[src/rtl/work_feeder.sv]
// work_feeder: streams a host-loaded 40-word block header to the distribution unit over the m2d bus,
// optionally bumping the 32-bit nonce after each job so back-to-back jobs need no reload.
module work_feeder #(
    parameter int WIDTH_M2D    = 16,
    parameter int DEPTH_WORDS  = 40,
    parameter int ADDR_BITS    = 6,
    parameter int NONCE_HI_IDX = 38,
    parameter int AUTO_INC     = 1
) (
    input  logic                 clk_i,
    input  logic                 rst_i,
    input  logic                 host_we_i,
    input  logic [ADDR_BITS-1:0] host_addr_i,
    input  logic [WIDTH_M2D-1:0] host_data_i,
    input  logic                 host_start_i,
    output logic                 host_busy_o,
    input  logic                 duwrite_i,
    output logic [WIDTH_M2D-1:0] m2d_data_o,
    output logic                 m2d_valid_o,
    output logic                 m2d_rwbit_o,
    output logic [ADDR_BITS-1:0] words_sent_o,
    output logic                 job_done_o
);
    typedef enum logic [1:0] {IDLE, PRIME, SEND, DONE} state_t;
    localparam logic [ADDR_BITS-1:0] LAST = ADDR_BITS'(DEPTH_WORDS - 1);
    state_t                 state;
    logic [WIDTH_M2D-1:0]   mem [DEPTH_WORDS];
    logic [ADDR_BITS-1:0]   ptr;
    logic [2*WIDTH_M2D-1:0] nonce_next;
    assign nonce_next = {mem[NONCE_HI_IDX], mem[NONCE_HI_IDX+1]} + 1'b1;
    always_ff @(posedge clk_i or negedge rst_i) begin
        if (!rst_i) begin
            state        <= IDLE;
            for (int i = 0; i < DEPTH_WORDS; i++) mem[i] <= '0;
            ptr          <= '0;
            m2d_data_o   <= '0;
            m2d_valid_o  <= 1'b0;
            m2d_rwbit_o  <= 1'b0;
            host_busy_o  <= 1'b0;
            words_sent_o <= '0;
            job_done_o   <= 1'b0;
        end else begin
            job_done_o <= 1'b0;
            case (state)
                IDLE: begin
                    // the buffer is only writable here, so it is frozen for the whole job
                    if (host_we_i && host_addr_i <= LAST) mem[host_addr_i] <= host_data_i;
                    if (host_start_i) begin
                        state       <= PRIME;
                        host_busy_o <= 1'b1;
                    end
                end
                PRIME: begin
                    m2d_data_o   <= mem[0];
                    m2d_valid_o  <= 1'b1;
                    m2d_rwbit_o  <= 1'b1;
                    ptr          <= '0;
                    words_sent_o <= '0;
                    state        <= SEND;
                end
                SEND: begin
                    if (m2d_valid_o && duwrite_i) begin
                        ptr          <= ptr + 1'b1;
                        words_sent_o <= words_sent_o + 1'b1;
                        // raise job_done now so it is high exactly while in DONE
                        if (ptr == LAST) begin
                            m2d_valid_o <= 1'b0;
                            m2d_rwbit_o <= 1'b0;
                            job_done_o  <= 1'b1;
                            state       <= DONE;
                        end else begin
                            m2d_data_o <= mem[ptr + 1'b1];
                        end
                    end
                end
                DONE: begin
                    if (AUTO_INC != 0) begin
                        mem[NONCE_HI_IDX]   <= nonce_next[2*WIDTH_M2D-1:WIDTH_M2D];
                        mem[NONCE_HI_IDX+1] <= nonce_next[WIDTH_M2D-1:0];
                    end
                    host_busy_o <= 1'b0;
                    state       <= IDLE;
                end
                default: state <= IDLE;
            endcase
        end
    end
endmodule

[config.mk]
export PLATFORM = sky130hd
export DESIGN_NAME = work_feeder
export DESIGN_NICKNAME = d
export VERILOG_FILES = /design/src/rtl/work_feeder.sv
export SDC_FILE = /design/constraint.sdc
export NUM_CORES = 1
export LEC_CHECK = 0
export CORE_AREA = 4 4 307 309
export DETAILED_ROUTE_END_ITERATION = 12
export DIE_AREA = 0 0 311 313
export GPL_ROUTABILITY_DRIVEN = 0
export PLACE_DENSITY = 0.6
export SETUP_SLACK_MARGIN = 0.02
export SLEW_MARGIN = 20
export SYNTH_ARGS = -nofsm -noshare
export SYNTH_HDL_FRONTEND = slang
export SYNTH_SLANG_ARGS = --single-unit
export TNS_END_PERCENT = 30
[constraint.sdc]
create_clock -name clk_i -period 2.6 [get_ports clk_i]
set_input_delay 0.52 -clock clk_i [delete_from_list [all_inputs] [get_ports clk_i]]
set_output_delay 0.52 -clock clk_i [all_outputs]
set_load 0.02 [all_outputs]
==> flow_metrics.py, run 1 <==
metrics = {
    "die": {
        "core_region_area_mm2": 0.0914,
        "die_y_um": 313,
        "start_util_pct": 34.8,
        "pin_count": 53,
        "die_area_mm2": 0.0973,
        "dieWidth_um": 311,
        "rows": 111,
    },
    "global_route": {
        "grt_overflow": 0,
        "antenna_found_initial": 7,
        "grt_pass1_wl_um": 142000,
        "grt_max_degree": 97,
        "grt.total_usage_pct": 18.7,
        "grt_pass1_vias": 22800,
    },
    "hold_path": {
        "min_delay_path_depth": 2,
        "hold_path_class": "input pin to register",
    },
    "synthesis": {
        "yosysMostFrequentCell": "dfrtp_1",
        "synth_cell_types": 60,
        "synth_edf_count": 0,
        "synth_area_per_cell_um2": 12.9,
        "ys_ff_latch": 673,
        "syn_nets": 2502,
        "seq_area_frac_synth_pct": 53.0,
        "syn_area_mm2": 0.0318,
        "netlist_top_cells_area": "dfrtp_1 (53%), mux2_2 (22%), mux4_2 (7.1%), nand2_1 (3.7%), nand3_1 (1.8%)",
        "synth_top_area_cell": "dfrtp_1",
        "synthArstFlopShare_pct": 100,
        "yosysWarningCount": 0,
        "yosysTopAreaCellShare_pct": 53.0,
        "syn_inst": 2467,
        "synth-main-ff-cell": "dfrtp_1",
        "synth.top_cells.by_count": "dfrtp_1 (673), mux2_2 (608), nand2_1 (312)",
    },
    "critical_path": {
        "cp.arrival_ns": 3.08,
        "cp_max_fo": 14,
        "crit_type": "register to register",
        "cp_num_buf_inv": 4,
        "max_stage_delay_ns": 0.50,
        "cp_cell_sequence": "ha_4, xor2_4, buf_12, buf_4, and2_1, buf_12, nand3_1, o2111ai_1, buf_4, a21oi_1",
        "cp_slowest_cell": "dfrtp_4",
        "path_depth": 10,
        "startpoint_type": "register",
        "r2r_cells": 10,
        "path_delay_family": "buffers and inverters",
        "end_kind": "register",
        "required_ns": 3.09,
    },
    "sta": {
        "setup_violations": 0,
        "relSlewSlack_pct": 42.6,
        "rsz0062_at_grt": "true",
        "skew_ns": 0.0148,
        "finalCritPeriodShare_pct": 99.5,
        "fmax_ghz": 0.386,
        "post-route-min-period_ns": 2.59,
        "worst_pin_slew_ns": 0.861,
        "hold_viol": 0,
        "slew_viol_final": 0,
    },
    "clock_network": {
        "clk_latency_ns": 0.61,
        "clk_pin_slew_ns": 0.06,
        "cts_tree": "built",
        "cts-root-buf": "clkbuf_16",
        "cts-buffers-inserted": 74,
        "clock-sinks": 673,
        "htree_num_levels": 3,
        "clk_path_buf_depth": 3,
    },
    "layout": {
        "final_layout_size_suffix_gt1_share_pct": 42.5,
        "multi_input_area_mm2": 0.0142,
        "final_cells": 3871,
        "register_area_mm2": 0.0168,
        "finalInstanceArea_mm2": 0.0384,
        "area_delta_synth_final_pct": 20.8,
        "nNetsFinal": 2663,
        "num-fill-cells": 8299,
    },
    "flow_run": {
        "cap_violations": 0,
    },
    "power_and_ir_drop": {
        "peakVddDrop_mv": 0.593,
        "power_density_mw_per_mm2": 898,
        "leakage_nw": 17.5,
    },
    "detailed_routing": {
        "first_pass_iters": 5,
        "postRouteAntennaNets": 0,
        "viasPerCell": 5.54,
        "drcViolationCount": 0,
        "wire_per_inst_um": 23.7,
        "drtIter0Drc": 1837,
        "vias": 21400,
        "routed_wl_um": 91800,
    },
    "place": {
        "io_buffers": 52,
        "dp_hpwl_um": 62000,
        "place_inst": 3726,
        "place_area_mm2": 0.0355,
    },
    "outcome": {
        "status": "finished, final reports clean",
    },
}
-- final timing paths --
kind                            slack [ns]            start            end
worst max-delay path                  0.01           ptr[0]  m2d_data_o[6]
worst min-delay path                  0.23  host_data_i[13]       mem[445]
worst max register to register        0.01           ptr[0]  m2d_data_o[6]
worst min register to register        0.50         mem[206]       mem[206]
max in group asynchronous             1.20            rst_i       mem[209]
min in group asynchronous             0.47            rst_i       mem[538]
-- sequential cells by signal, summed over array words and instances, names as in the netlist --
signal,count
state,2
ptr,6
job_done_o,1
mem,640
m2d_rwbit_o,1
words_sent_o,6
m2d_data_o,16
host_busy_o,1
-- where the power goes --
group / internal, mW / total [mW] / leakage [nW] / switching [mW]
Sequential: 12.0 / 13.2 / 9.18 / 1.18
Clock: 6.55 / 10.9 / 1.24 / 4.33
Combinational: 5.02 / 10.4 / 7.11 / 5.34
-- cells in the final DEF (no fill, tap or decap), drive strengths merged, types with 40 or more instances in the layout --
cell type	count
a21oi	59
buf	259
clkbuf	107
dfrtp	673
mux2	608
mux2i	49
mux4	100
nand2	316
nand3	113
nor2	43
o21ai	40
-- metrics by stage --
step | power (mW) | hold WS, ns | setup TNS (ns) | worst slack (ns) | utilization, %
final | 34.5 | 0.229 | 0 | 0.0117 | 42.0
after global routing | 36.0 | 0.239 | -0.0336 | -0.0336 | 42.0
after CTS | 34.4 | 0.200 | -0.0161 | -0.0133 | 41.7
after detailed placement | 23.3 | 0.490 | -0.334 | -0.0874 | 38.8
after global placement | 23.0 | 0.482 | -0.510 | -0.110 | 38.8
after floorplan | 18.8 | 0.224 | 0 | 0.295 | -
-- kinds of logic (layout without fill, tap and decap cells) --
group	Yosys count	after routing	share of synthesized area (%)
muxes	757	757	30.2
xor gates and xnor gates	8	8	0.221
and+or+nand+nor	547	547	7.79
other	0	3	0
AOI/OAI and AO/OA	255	255	5.47
adders and majority gates	8	8	0.315
DFF	673	673	53.0
buffers and inverters	219	434	3.01
-- what timing repair did --
| action | CTS | global route |
|---|---|---|
| hold buffers | 1 | 0 |
| gates cloned | 1 | 2 |
| hold endpoints to repair | 36 | 0 |
| pin swaps | 0 | 7 |
| setup buffers | 4 | 4 |
| endpoints found under the setup margin | 10 | 19 |
| resized for setup | 10 | 26 |
-- metal layers --
metal	up-vias	GRT usage, %	routed length, µm
met5	-	0	25
met4	4	5.48	2120
met3	123	2.60	4410
met2	571	31.8	45400
met1	11400	25.0	39800
li1	9348	-	-
-- final cells by class --
class | instances | area share [%]
inverters | 6 | 0.0587
diodes | 3 | 0.0196
repair buffers | 298 | 8.64
clock inverters | 25 | 0.946
clock buffers | 105 | 5.58
multi-input cells | 1575 | 37.0
well taps | 1186 | 3.87
flip-flops and latches | 673 | 43.9
Power figures use the tool's default switching activity.
==> run 2: changes to the inputs <==
--- a/config.mk
+++ b/config.mk
@@ -5,9 +5,9 @@
 export SDC_FILE = /design/constraint.sdc
 export NUM_CORES = 1
 export LEC_CHECK = 0
-export CORE_AREA = 4 4 307 309
+export CORE_AREA = 5 5 308 310
 export DETAILED_ROUTE_END_ITERATION = 12
-export DIE_AREA = 0 0 311 313
+export DIE_AREA = 0 0 313 315
 export GPL_ROUTABILITY_DRIVEN = 0
 export PLACE_DENSITY = 0.6
 export SETUP_SLACK_MARGIN = 0.02
==> run 2 against run 1 <==
Design area is 0.80% lower. Sequential power about the same. Clock skew is 0.015 ns higher. Final cell count shrank 0.54%. Global-route usage shrank 0.30 points. Power decreased by 0.96%. Via count about the same. Die area is 1.3% higher. Combinational power barely moved. Clock-buffer cell count rose by 1. Critical path depth rose by 1. Critical path type unchanged. Largest cell class unchanged.
==> flow_metrics.py, run 2 (synthesized netlist as in run 1, its figures left out) <==
metrics = {
    "layout": {
        "largest_register": "mem",
        "num-fill-cells": 8302,
        "nNetsFinal": 2642,
        "final_common_cell": "dfrtp_1",
        "reg_top3": "mem: 640 flops, m2d_data_o: 16 flops",
        "final_layout_size_suffix_gt1_share_pct": 42.1,
        "finalInstanceArea_mm2": 0.0381,
        "largest_reg_flops": 640,
        "final_cells": 3850,
        "layout_common_cells": "dfrtp_1 (671), mux2_2 (608), nand2_1 (311)",
        "area_delta_synth_final_pct": 19.8,
    },
    "clock_network": {
        "clk_pin_slew_ns": 0.06,
        "cts-buffers-inserted": 75,
        "htree_num_levels": 3,
        "clk_latency_ns": 0.62,
        "clk_path_buf_depth": 3,
        "clock-sinks": 673,
        "cts-root-buf": "clkbuf_16",
        "cts_tree": "built",
    },
    "sta": {
        "skew_ns": 0.0295,
        "hold_viol": 0,
        "fin_ws_ns": 0.0462,
        "rsz0062_at_grt": "true",
        "whs_ns": 0.460,
        "relSlewSlack_pct": 43.3,
        "worst_pin_slew_ns": 0.851,
        "slew_viol_final": 0,
        "setup_violations": 0,
        "fmax_ghz": 0.392,
        "finalCritPeriodShare_pct": 98.2,
        "post-route-min-period_ns": 2.55,
    },
    "global_route": {
        "antenna_found_initial": 3,
        "grt_pass1_wl_um": 141000,
        "grt_pass1_vias": 22600,
        "grt_overflow": 0,
        "grt_max_degree": 115,
        "grt.total_usage_pct": 18.4,
    },
    "detailed_routing": {
        "postRouteAntennaNets": 0,
        "wire_per_inst_um": 23.6,
        "drtIter0Drc": 1805,
        "vias": 21400,
        "first_pass_iters": 8,
        "drcViolationCount": 0,
        "viasPerCell": 5.56,
        "routed_wl_um": 90800,
    },
    "place": {
        "dp_hpwl_um": 61500,
        "io_buffers": 52,
        "place_area_mm2": 0.0354,
        "pre_cts_ws_ns": -0.0441,
        "place_inst": 3714,
    },
    "critical_path": {
        "crit_type": "register to register",
        "cp.arrival_ns": 3.09,
        "end_kind": "register",
        "cp_max_fo": 18,
        "startpoint_type": "register",
        "required_ns": 3.13,
    },
    "die": {
        "die_y_um": 315,
        "rows": 111,
        "die_area_mm2": 0.0986,
        "pin_count": 53,
        "start_util_pct": 34.8,
        "dieWidth_um": 313,
        "core_region_area_mm2": 0.0914,
    },
    "power_and_ir_drop": {
        "peakVddDrop_mv": 0.497,
        "power_density_mw_per_mm2": 897,
        "leakage_nw": 17.4,
        "finalPower_mw": 34.1,
    },
    "hold_path": {
        "hold_path_class": "input pin to asynchronous set/reset pin",
    },
    "outcome": {
        "status": "finished, final reports clean",
    },
    "flow_run": {
        "cap_violations": 0,
    },
}
-- run 2: final cells by class --
cell class	instances	area (µm²)	share of cell area (%)
diodes	3	7.51	0.0197
clock buffers	106	2200	5.77
clock inverters	25	293	0.769
inverters	6	22.5	0.0592
multi-input cells	1575	14100	37.2
flip-flops and latches	673	16800	44.3
well taps	1186	1480	3.90
repair buffers	276	3060	8.05
-- run 2: path summary, 6_finish.rpt --
kind | slack [ns] | depth (start not counted) | startpoint | endpoint
worst max-delay path | 0.05 | 11 | ptr[0] | m2d_data_o[7]
worst min-delay path | 0.46 | 2 | rst_i | mem[308]
worst max register to register | 0.05 | 11 | ptr[0] | m2d_data_o[7]
worst min register to register | 0.50 | 1 | mem[174] | mem[174]
max in group asynchronous | 1.15 | 3 | rst_i | mem[431]
min in group clk_i | 0.47 | 3 | host_data_i[10] | mem[26]
-- run 2: per-layer routing --
metal | part of all wire (%) | track usage (%) | vias to the layer above | wire length, µm
met4 | 3.0 | 6.13 | 0 | 2760
li1 | - | - | 9300 | -
met5 | 0 | 0 | - | 0
met3 | 5.9 | 3.25 | 162 | 5360
met1 | 43 | 24.8 | 11300 | 39500
met2 | 48 | 30.2 | 644 | 43200
-- run 2: power breakdown --
group,switching [mW],total [mW],internal [mW]
sequential,1.14,13.2,12.0
clock,4.32,10.8,6.47
combinational,5.32,10.2,4.84
-- run 2: what timing repair did --
action,4_1_cts,5_1_grt
buffers inserted,1,0
gates cloned,1,0
setup endpoints to repair,9,186
hold endpoints to repair,28,0
resized for setup,7,21
pin swaps,0,0
hold buffers,1,0
-- run 2: stage by stage --
step / setup TNS, ns / util, %
floorplan: 0 / -
global placement: -0.943 / 38.7
detailed placement: -0.563 / 38.7
CTS: 0 / 41.6
global route: -0.0272 / 41.6
finish: 0 / 41.6
-- run 2: worst max-delay path, stage by stage (launching register included) --
cell       delay, ns
dfrtp_4         0.49
ha_4            0.20
xor2_4          0.20
buf_12          0.18
buf_4           0.19
and2_2          0.24
buf_12          0.16
nand3_1         0.08
buf_4           0.15
o2111ai_1       0.22
buf_4           0.20
a21oi_1         0.14
